`config.mk`:
```
export PLATFORM = sky130hd
export DESIGN_NAME = pixel_access_arbiter_flat
export DESIGN_NICKNAME = d
export VERILOG_FILES = /design/src/rtl/pixel_access_arbiter_if.sv /design/src/rtl/pixel_access_arbiter.sv /design/src/flat_wrapper.sv
export SDC_FILE = /design/constraint.sdc
export NUM_CORES = 1
export LEC_CHECK = 0
export ABC_AREA = 1
export BUFFER_PORTS_ARGS = -buffer_cell sky130_fd_sc_hd__buf_4
export CORE_AREA = 2 2 310 312
export DETAILED_ROUTE_END_ITERATION = 8
export DIE_AREA = 0 0 312 314
export GPL_ROUTABILITY_DRIVEN = 0
export SLEW_MARGIN = 20
export SYNTH_ARGS = -nofsm -noshare
export SYNTH_HDL_FRONTEND = slang
export SYNTH_SLANG_ARGS = --single-unit
```
`constraint.sdc`:
```
create_clock -name clk -period 11 [get_ports clk]
set_clock_uncertainty 0.15 [all_clocks]
set_input_delay 0.55 -clock clk [delete_from_list [all_inputs] [get_ports clk]]
set_output_delay 0.55 -clock clk [all_outputs]
set_load 0.03 [all_outputs]
```
`src/rtl/pixel_access_arbiter_if.sv`:
```
// pixel_access_arbiter_if
//   Bundles the two requester ports (window-fetch reads, result-writeback
//   writes) and the pixel-controller port of pixel_access_arbiter.
//   Pixel buses are packed 20x8; pixel 0 sits in bits [7:0].
// Modports
//   slave  : the arbiter (takes requests and pc_data_out, drives the rest)
//   master : the environment (requesters and pixel controller)
interface pixel_access_arbiter_if;
  // read requester
  logic             rd_req;
  logic [31:0]      rd_addr;
  logic [4:0]       rd_count;
  logic [19:0][7:0] rd_data;
  logic             rd_done;
  // write requester
  logic             wr_req;
  logic [31:0]      wr_addr;
  logic [4:0]       wr_count;
  logic [19:0][7:0] wr_data;
  logic             wr_done;
  // pixel controller
  logic [31:0]      pc_address_read_offset;
  logic [31:0]      pc_address_write_offset;
  logic [4:0]       pc_num_pix_read;
  logic [4:0]       pc_num_pix_write;
  logic [19:0][7:0] pc_data_in;
  logic [19:0][7:0] pc_data_out;
  // status
  logic             busy;
  logic             count_err;

  modport slave (
    input  rd_req, rd_addr, rd_count, wr_req, wr_addr, wr_count, wr_data, pc_data_out,
    output rd_data, rd_done, wr_done, pc_address_read_offset, pc_address_write_offset,
           pc_num_pix_read, pc_num_pix_write, pc_data_in, busy, count_err
  );

  modport master (
    output rd_req, rd_addr, rd_count, wr_req, wr_addr, wr_count, wr_data, pc_data_out,
    input  rd_data, rd_done, wr_done, pc_address_read_offset, pc_address_write_offset,
           pc_num_pix_read, pc_num_pix_write, pc_data_in, busy, count_err
  );
endinterface

```
`src/rtl/pixel_access_arbiter.sv`:
```
// pixel_access_arbiter
//   Shares the pixel SRAM access path between a read requester and a write
//   requester. Each grant becomes one burst held on the pixel-controller port
//   for ACCESS_CYCLES cycles, followed by a one-cycle done pulse.
// Ports
//   clk  : system clock
//   rst  : asynchronous, active-high reset
//   bus  : pixel_access_arbiter_if.slave (requests, completions, pc_* port,
//          busy, sticky count_err)
// Parameters
//   ACCESS_CYCLES : burst window length, 1..15
// Configuration macro
//   PIXEL_ARB_WRITE_PRIORITY_EN : when defined, write always wins a
//   simultaneous request; otherwise arbitration is round-robin.
module pixel_access_arbiter #(
  parameter int unsigned ACCESS_CYCLES = 2
) (
  input logic                  clk,
  input logic                  rst,
  pixel_access_arbiter_if.slave bus
);

  localparam logic [4:0] MAX_PIX  = 5'd20;
  localparam logic [3:0] CNT_INIT = 4'(ACCESS_CYCLES - 1);

  typedef enum logic [1:0] {IDLE, READ, WRITE, DONE} state_e;

  state_e           state_q, state_d;
  logic [3:0]       cnt_q, cnt_d;
  logic [19:0][7:0] rd_data_q, rd_data_d;
  logic             rd_done_q, rd_done_d;
  logic             wr_done_q, wr_done_d;
  logic [31:0]      rd_off_q, rd_off_d;
  logic [31:0]      wr_off_q, wr_off_d;
  logic [4:0]       num_rd_q, num_rd_d;
  logic [4:0]       num_wr_q, num_wr_d;
  logic [19:0][7:0] data_in_q, data_in_d;
  logic             busy_q, busy_d;
  logic             err_q, err_d;
`ifndef PIXEL_ARB_WRITE_PRIORITY_EN
  logic             last_wr_q, last_wr_d;  // 1: last grant went to write
`endif

  logic       rd_over, wr_over;
  logic [4:0] rd_cnt_clamp, wr_cnt_clamp;
  logic       grant_rd, grant_wr;

  assign rd_over      = bus.rd_count > MAX_PIX;
  assign wr_over      = bus.wr_count > MAX_PIX;
  assign rd_cnt_clamp = rd_over ? MAX_PIX : bus.rd_count;
  assign wr_cnt_clamp = wr_over ? MAX_PIX : bus.wr_count;

  // Arbitration decision; only acted upon in IDLE.
  always_comb begin
    grant_rd = 1'b0;
    grant_wr = 1'b0;
    if (bus.rd_req && bus.wr_req) begin
`ifdef PIXEL_ARB_WRITE_PRIORITY_EN
      grant_wr = 1'b1;
`else
      // the side not granted last wins
      grant_rd = last_wr_q;
      grant_wr = !last_wr_q;
`endif
    end else begin
      grant_rd = bus.rd_req;
      grant_wr = bus.wr_req;
    end
  end

  always_comb begin
    state_d   = state_q;
    cnt_d     = cnt_q;
    rd_data_d = rd_data_q;
    rd_done_d = 1'b0;
    wr_done_d = 1'b0;
    rd_off_d  = rd_off_q;
    wr_off_d  = wr_off_q;
    num_rd_d  = num_rd_q;
    num_wr_d  = num_wr_q;
    data_in_d = data_in_q;
    busy_d    = busy_q;
    err_d     = err_q;
`ifndef PIXEL_ARB_WRITE_PRIORITY_EN
    last_wr_d = last_wr_q;
`endif
    case (state_q)
      IDLE: begin
        if (grant_rd) begin
          state_d  = READ;
          cnt_d    = CNT_INIT;
          rd_off_d = bus.rd_addr;
          num_rd_d = rd_cnt_clamp;
          err_d    = err_q | rd_over;
          busy_d   = 1'b1;
`ifndef PIXEL_ARB_WRITE_PRIORITY_EN
          last_wr_d = 1'b0;
`endif
        end else if (grant_wr) begin
          state_d   = WRITE;
          cnt_d     = CNT_INIT;
          wr_off_d  = bus.wr_addr;
          num_wr_d  = wr_cnt_clamp;
          data_in_d = bus.wr_data;
          err_d     = err_q | wr_over;
          busy_d    = 1'b1;
`ifndef PIXEL_ARB_WRITE_PRIORITY_EN
          last_wr_d = 1'b1;
`endif
        end
      end
      READ: begin
        if (cnt_q == 4'd0) begin
          state_d   = DONE;
          num_rd_d  = 5'd0;
          // zero-count bursts return all-zero data instead of the bus value
          rd_data_d = (num_rd_q == 5'd0) ? '0 : bus.pc_data_out;
          rd_done_d = 1'b1;
        end else begin
          cnt_d = cnt_q - 4'd1;
        end
      end
      WRITE: begin
        if (cnt_q == 4'd0) begin
          state_d   = DONE;
          num_wr_d  = 5'd0;
          wr_done_d = 1'b1;
        end else begin
          cnt_d = cnt_q - 4'd1;
        end
      end
      DONE: begin
        // requests are ignored here; the done pulse drops on the way out
        state_d = IDLE;
        busy_d  = 1'b0;
      end
      default: state_d = IDLE;
    endcase
  end

  always_ff @(posedge clk or posedge rst) begin
    if (rst) begin
      state_q   <= IDLE;
      cnt_q     <= '0;
      rd_data_q <= '0;
      rd_done_q <= 1'b0;
      wr_done_q <= 1'b0;
      rd_off_q  <= '0;
      wr_off_q  <= '0;
      num_rd_q  <= '0;
      num_wr_q  <= '0;
      data_in_q <= '0;
      busy_q    <= 1'b0;
      err_q     <= 1'b0;
`ifndef PIXEL_ARB_WRITE_PRIORITY_EN
      last_wr_q <= 1'b1;
`endif
    end else begin
      state_q   <= state_d;
      cnt_q     <= cnt_d;
      rd_data_q <= rd_data_d;
      rd_done_q <= rd_done_d;
      wr_done_q <= wr_done_d;
      rd_off_q  <= rd_off_d;
      wr_off_q  <= wr_off_d;
      num_rd_q  <= num_rd_d;
      num_wr_q  <= num_wr_d;
      data_in_q <= data_in_d;
      busy_q    <= busy_d;
      err_q     <= err_d;
`ifndef PIXEL_ARB_WRITE_PRIORITY_EN
      last_wr_q <= last_wr_d;
`endif
    end
  end

  assign bus.rd_data                 = rd_data_q;
  assign bus.rd_done                 = rd_done_q;
  assign bus.wr_done                 = wr_done_q;
  assign bus.pc_address_read_offset  = rd_off_q;
  assign bus.pc_address_write_offset = wr_off_q;
  assign bus.pc_num_pix_read         = num_rd_q;
  assign bus.pc_num_pix_write        = num_wr_q;
  assign bus.pc_data_in              = data_in_q;
  assign bus.busy                    = busy_q;
  assign bus.count_err               = err_q;

endmodule

```
`src/flat_wrapper.sv`:
```
// flat-port wrapper written by rule: the top's interface ports become plain ports
module pixel_access_arbiter_flat 
#(
  parameter int unsigned ACCESS_CYCLES = 2
)
  (clk, rst, bus_rd_req, bus_rd_addr, bus_rd_count, bus_wr_req, bus_wr_addr, bus_wr_count, bus_wr_data, bus_pc_data_out, bus_rd_data, bus_rd_done, bus_wr_done, bus_pc_address_read_offset, bus_pc_address_write_offset, bus_pc_num_pix_read, bus_pc_num_pix_write, bus_pc_data_in, bus_busy, bus_count_err);
  pixel_access_arbiter_if bus_i ();
  input logic clk;
  input logic rst;
  input wire logic [$bits(bus_i.rd_req)-1:0] bus_rd_req;
  input wire logic [$bits(bus_i.rd_addr)-1:0] bus_rd_addr;
  input wire logic [$bits(bus_i.rd_count)-1:0] bus_rd_count;
  input wire logic [$bits(bus_i.wr_req)-1:0] bus_wr_req;
  input wire logic [$bits(bus_i.wr_addr)-1:0] bus_wr_addr;
  input wire logic [$bits(bus_i.wr_count)-1:0] bus_wr_count;
  input wire logic [$bits(bus_i.wr_data)-1:0] bus_wr_data;
  input wire logic [$bits(bus_i.pc_data_out)-1:0] bus_pc_data_out;
  output wire logic [$bits(bus_i.rd_data)-1:0] bus_rd_data;
  output wire logic [$bits(bus_i.rd_done)-1:0] bus_rd_done;
  output wire logic [$bits(bus_i.wr_done)-1:0] bus_wr_done;
  output wire logic [$bits(bus_i.pc_address_read_offset)-1:0] bus_pc_address_read_offset;
  output wire logic [$bits(bus_i.pc_address_write_offset)-1:0] bus_pc_address_write_offset;
  output wire logic [$bits(bus_i.pc_num_pix_read)-1:0] bus_pc_num_pix_read;
  output wire logic [$bits(bus_i.pc_num_pix_write)-1:0] bus_pc_num_pix_write;
  output wire logic [$bits(bus_i.pc_data_in)-1:0] bus_pc_data_in;
  output wire logic [$bits(bus_i.busy)-1:0] bus_busy;
  output wire logic [$bits(bus_i.count_err)-1:0] bus_count_err;
  assign bus_i.rd_req = bus_rd_req;
  assign bus_i.rd_addr = bus_rd_addr;
  assign bus_i.rd_count = bus_rd_count;
  assign bus_i.wr_req = bus_wr_req;
  assign bus_i.wr_addr = bus_wr_addr;
  assign bus_i.wr_count = bus_wr_count;
  assign bus_i.wr_data = bus_wr_data;
  assign bus_i.pc_data_out = bus_pc_data_out;
  assign bus_rd_data = bus_i.rd_data;
  assign bus_rd_done = bus_i.rd_done;
  assign bus_wr_done = bus_i.wr_done;
  assign bus_pc_address_read_offset = bus_i.pc_address_read_offset;
  assign bus_pc_address_write_offset = bus_i.pc_address_write_offset;
  assign bus_pc_num_pix_read = bus_i.pc_num_pix_read;
  assign bus_pc_num_pix_write = bus_i.pc_num_pix_write;
  assign bus_pc_data_in = bus_i.pc_data_in;
  assign bus_busy = bus_i.busy;
  assign bus_count_err = bus_i.count_err;
  pixel_access_arbiter #(.ACCESS_CYCLES(ACCESS_CYCLES)) u_core (.clk(clk), .rst(rst), .bus(bus_i));
endmodule
```
# == Word level (Yosys, flattened, before mapping) ==
# Index checks and enable logic that the tools add are counted.
# W data, S select, Z words.
# classes
n_addsub,1
magnitude_cmp,2
eq_ne,11
n_mux,28
n_bitwise,3
n_reduce_logical,20
# ops
op,count
$mux W160,1
$mux W5,6
$pmux W5 S2,2
$mux W4,3
$gt A5 B5 Y1 const B,2
$mux W1,10
$ne A2 B1 Y1 const B,5
$reduce_and A2 Y1,5
$reduce_bool A2 Y1,5
$reduce_and A3 Y1,3
$pmux W4 S2,1
$mux W2,3
$pmux W2 S3,1
$logic_not A5 Y1,1
$eq A2 B2 Y1 const B,2
$logic_not A4 Y1,1
$ne A2 B2 Y1 const B,2
$reduce_and A4 Y1,1
$sub A4 B1 Y4 const B,1
$ne A3 B1 Y1 const B,1
$eq A2 B1 Y1 const B,1
$logic_not A2 Y1,1
$or A1 B1 Y1,2
$pmux W1 S2,1
other kinds (4),4
# word_totals
ff_bits,405
output_inout_bits,398
word_cells,116

# == Logic depth before layout (Yosys ltp) ==
# logic_depth
depth_word,5
ltp_mapped,9
depth_no_buf,8

# == Worst setup path after synthesis ==
# Ideal clock, no wire load.
# synth_path
kind,register to register
startpoint,reg u_core.state_q[0]
endpoint,"reg u_core.wr_off_q[0], in the netlist u_core.bus.pc_address_write_offset[0]"
setup_time_ns,0.125
t_arrival_ns,1.426
required_ns,10.725
path_slack_ns,9.299
path_stages_with_launch,7
n_path_buf,2
period_less_slack_ns,1.701
path_cell_list,dfrtp_1 -> inv_1 -> ha_1 -> nand3_2 -> buf_6 -> buf_6 -> mux2_4
# synth_via
elab_chain_cells,2
# synth_rtl
item,line,text
"start, declared",pixel_access_arbiter.sv:28,"state_e state_q, state_d;"
"start signal, assigned",pixel_access_arbiter.sv:159,state_q <= state_d;
$logic_not A2 Y1,pixel_access_arbiter.sv:87,case (state_q)
$reduce_and A3 Y1 (no line),--,
"end signal, assigned",pixel_access_arbiter.sv:165,wr_off_q <= wr_off_d;
"end, declared",pixel_access_arbiter.sv:34,"logic [31:0] wr_off_q, wr_off_d;"
# Every way passes these cells.
# A chain may end at the register's enable or synchronous reset.

# == Worst setup path after layout ==
# layout_path
startpoint,reg u_core.state_q[0]
endpoint,"reg u_core.wr_off_q[12], in the netlist u_core.bus.pc_address_write_offset[12]"
# Same word-level chain as after synthesis.

==> results.sh <==
export IMPL_wl_mm=61.69
export IMPL_r2r_slack_ns=7.41
export IMPL_fin_hold_ws_ns=0.05365
export IMPL_ys_seq_area_share_pct=62.42
export IMPL_post_cts_repair_setup_buffers=0
export IMPL_root_buffer="clkbuf_16"
export IMPL_drv_cap=0
export IMPL_power_total_mw=8.883
export IMPL_rr_worst_depth=6
export IMPL_ys_warnings_count=0
export IMPL_die_w_um=312
export IMPL_track_usage_pct=12.16
export IMPL_rr_endpoint="u_core.bus.pc_address_write_offset[12]$_DFFE_PP0P_"
export IMPL_fin_setup_tns_ns=0
export IMPL_boundaryPins=796
export IMPL_vias=14700
export IMPL_wl_per_cell_um=16.15
export IMPL_crit_end="u_core.bus.pc_address_write_offset[12]$_DFFE_PP0P_"
export IMPL_placement_io_buffers=795
export IMPL_synthArstFlopShare_pct=100.0
export IMPL_antenna_found_initial=3
export IMPL_fillers=9490
export IMPL_clockBufferDepth=3
export IMPL_hold_viol_final=0
export IMPL_fin_crit_sh_pct=32.61
export IMPL_drive_gt1_share_pct=40.48
export IMPL_slew_violations=0
export IMPL_utilization_pct=30.23
export IMPL_use_met3_pct=3.439
export IMPL_cp_common_cell="buf_4"
export IMPL_yosysMostFrequentCell="nand2_1"
export IMPL_fin_cells=3820
export IMPL_ir_drop_v=0.0001437
export IMPL_placedCellCount=3379
export IMPL_startpoint="u_core.state_q[0]$_DFFE_PP0P_"
export IMPL_top_usage_layer="met2"
export IMPL_nNetsFinal=2919
export IMPL_setup_viol=0
export IMPL_cts_max_level=2
export IMPL_grtUsageMet2_pct=20.26
export IMPL_relSlewSlack_pct=27.10
export IMPL_clk_pin_slew_ns=0.06
export IMPL_r2r_start="u_core.state_q[0]$_DFFE_PP0P_"
export IMPL_synth_top_cell_by_area="dfrtp_1"
export IMPL_ys_types=30
export IMPL_synthDominantCellAreaShare_pct=62.26
export IMPL_synth_edf_count=0
export IMPL_final_min_clock_period_ns=3.587
export IMPL_cp_end_kind="flop"
export IMPL_hpwl_mm=42.77
export IMPL_synth_seq_cells=405
export IMPL_syn_to_final_growth_pct=75.81
export IMPL_globalRouteMet1Util_pct=14.61
export IMPL_grt_max_degree=142
export IMPL_rows=113
export IMPL_syn_area_per_cell_um2=11.72
export IMPL_overflow=0
export IMPL_firstDrtPassIters=5
export IMPL_status="complete, no violations"
export IMPL_syn_instance_count=1385
export IMPL_ant_nets=0
export IMPL_crit_buf_inv=3
export IMPL_insertion_delay_ns=0.61
export IMPL_crit_slowest_cell="buf_4"
export IMPL_clock_fmax_mhz=278.8
export IMPL_worstSetupStartpointType="flop"
export IMPL_worst_slack_ns=7.413
export IMPL_worst_slew_pin_slew_ns=1.094
export IMPL_cts_sinks=405
export IMPL_synth_main_ff_cell="dfrtp_1"
export IMPL_rsz0062_at_grt="no"
export IMPL_cts_tree="yes"
export IMPL_crit_chain="inv_1, ha_1, nand3_4, buf_4, buf_4, mux2_4"
export IMPL_synthTopCellsByCount="nand2_1 (433), dfrtp_1 (404), nand3_1 (201), mux2_4 (100), mux2_1 (59)"
export IMPL_cpLargestDelayFamily="buffers and inverters"
export IMPL_synth_area_um2=16240
export IMPL_grt_pass1_vias=15666
export IMPL_worstPathRequired_ns=11.34
export IMPL_place_ws_ns=7.381
export IMPL_dieHeight_um=314
export IMPL_critPathMaxFanout=58
export IMPL_synth_area_leaders="dfrtp_1 (62%), nand2_1 (10%), mux2_4 (9.2%), nand3_1 (6.2%), mux2_1 (4.1%)"
export IMPL_start_util_pct=17.19
export IMPL_die_area_um2=97970
export IMPL_slowest_delay_ns=0.96
export IMPL_place_area_um2=23440
export IMPL_synth_nets=1791
export IMPL_worstHoldPathType="input port to flop"
export IMPL_core_um2=94450
export IMPL_final_area_um2=28550
export IMPL_dr_first_iter_drc_count=935
export IMPL_cp_depth=6
export IMPL_power_density_nw_per_um2=311.2
export IMPL_cts_buffers=49
export IMPL_path_class="flop to flop"
export IMPL_drc=0
export IMPL_grt_pass1_wl_mm=94.00
export IMPL_crit_arrival_ns=3.93
export IMPL_vias_per_cell=3.848
export IMPL_cts_resized=0
export IMPL_power_leakage_nw=14.42
flip-flops by register name, summed over array words and instances (netlist names):
| name | flops |
|---|---|
| u_core.last_wr_q | 1 |
| u_core.bus.pc_num_pix_write | 5 |
| u_core.state_q | 2 |
| u_core.bus.count_err | 1 |
| u_core.bus.rd_data | 160 |
| u_core.bus.pc_address_read_offset | 32 |
| u_core.bus.rd_done | 1 |
| u_core.bus.pc_data_in | 160 |
| u_core.bus.pc_num_pix_read | 5 |
| u_core.bus.pc_address_write_offset | 32 |
| u_core.bus.busy | 1 |
| u_core.cnt_q | 4 |
| u_core.bus.wr_done | 1 |
worst min path at each step:
stage / startpoint / to / slack [ns] / depth (start not counted)
floorplan: u_core.last_wr_q$_DFFE_PP1P_ / u_core.last_wr_q$_DFFE_PP1P_ / 0.32 / 2
global placement: u_core.bus.count_err$_DFFE_PP0P_ / u_core.bus.count_err$_DFFE_PP0P_ / 0.31 / 2
detailed placement: u_core.bus.pc_address_read_offset[10]$_DFFE_PP0P_ / u_core.bus.pc_address_read_offset[10]$_DFFE_PP0P_ / 0.31 / 2
CTS: bus_pc_data_out[86] / u_core.bus.rd_data[86]$_DFFE_PP0P_ / 0.0003 / 3
global route: bus_pc_data_out[11] / u_core.bus.rd_data[11]$_DFFE_PP0P_ / 0.01 / 3
finish: bus_pc_data_out[123] / u_core.bus.rd_data[123]$_DFFE_PP0P_ / 0.05 / 3
power breakdown:
part | switching (mW) | internal [mW]
registers | 0.461 | 2.23
clock network | 0.673 | 0.957
logic | 2.79 | 1.77
total | 3.93 | 4.96
area by class of cell:
type | instances | area, um2 | area share (%)
antenna | 3 | 7.507 | 0.02630
multi-input combinational | 875 | 5522 | 19.34
timing repair buffer | 1159 | 9597 | 33.62
sequential | 405 | 10140 | 35.50
clock inverter | 20 | 219.0 | 0.7670
clock buffer | 70 | 1395 | 4.887
inverter | 23 | 90.09 | 0.3156
tap | 1265 | 1583 | 5.544
cells by family (layout without fill, tap and decap cells):
kind of cell / count (synthesis) / in the layout / synth area share (%)
buffers and inverters: 105 / 1272 / 3.714
AOI/OAI and AO/OA: 23 / 23 / 0.7705
adders and majority gates: 8 / 8 / 0.6165
and+or+nand+nor: 651 / 651 / 16.80
other: 0 / 3 / 0
muxes: 192 / 192 / 15.63
xor gates and xnor gates: 1 / 1 / 0.05395
DFF: 405 / 405 / 62.42
per-layer routing:
metal / routed length [um] / up-vias
met5: 16 / -
met3: 4447 / 116
met1: 24860 / 7167
met4: 2593 / 2
met2: 29760 / 591
li1: - / 6824
placed cells by master, fill, tap and decap left out, drive strengths merged:
| cell type | instances |
|---|---|
| o21ai | 17 |
| nand4 | 2 |
| dfrtp | 404 |
| clkinv | 11 |
| dfstp | 1 |
| nand3 | 203 |
| a21boi | 1 |
| inv | 25 |
| nor3 | 1 |
| xor2 | 1 |
| nand2 | 433 |
| dlygate4sd3 | 348 |
| nor3b | 1 |
| diode | 3 |
| bufinv | 3 |
| a31oi | 1 |
| ha | 8 |
| a21oi | 3 |
| buf | 811 |
| nor2 | 11 |
| clkbuf | 70 |
| clkinvlp | 4 |
| mux2 | 192 |
| o21a | 1 |
worst register-to-register path: cells and delay by family (launching register included):
family | cells | cell delay [ns]
fa+ha+maj | 1 | 0.25
simple gates | 1 | 0.35
flops | 1 | 0.40
mux | 1 | 0.41
buf+inv | 3 | 1.92
what timing repair did:
item	in CTS	in global routing
setup endpoints to repair	0	0
hold buffers	348	0
endpoints found under the hold margin	368	0
No activity file was read; power rests on OpenSTA's default activity.
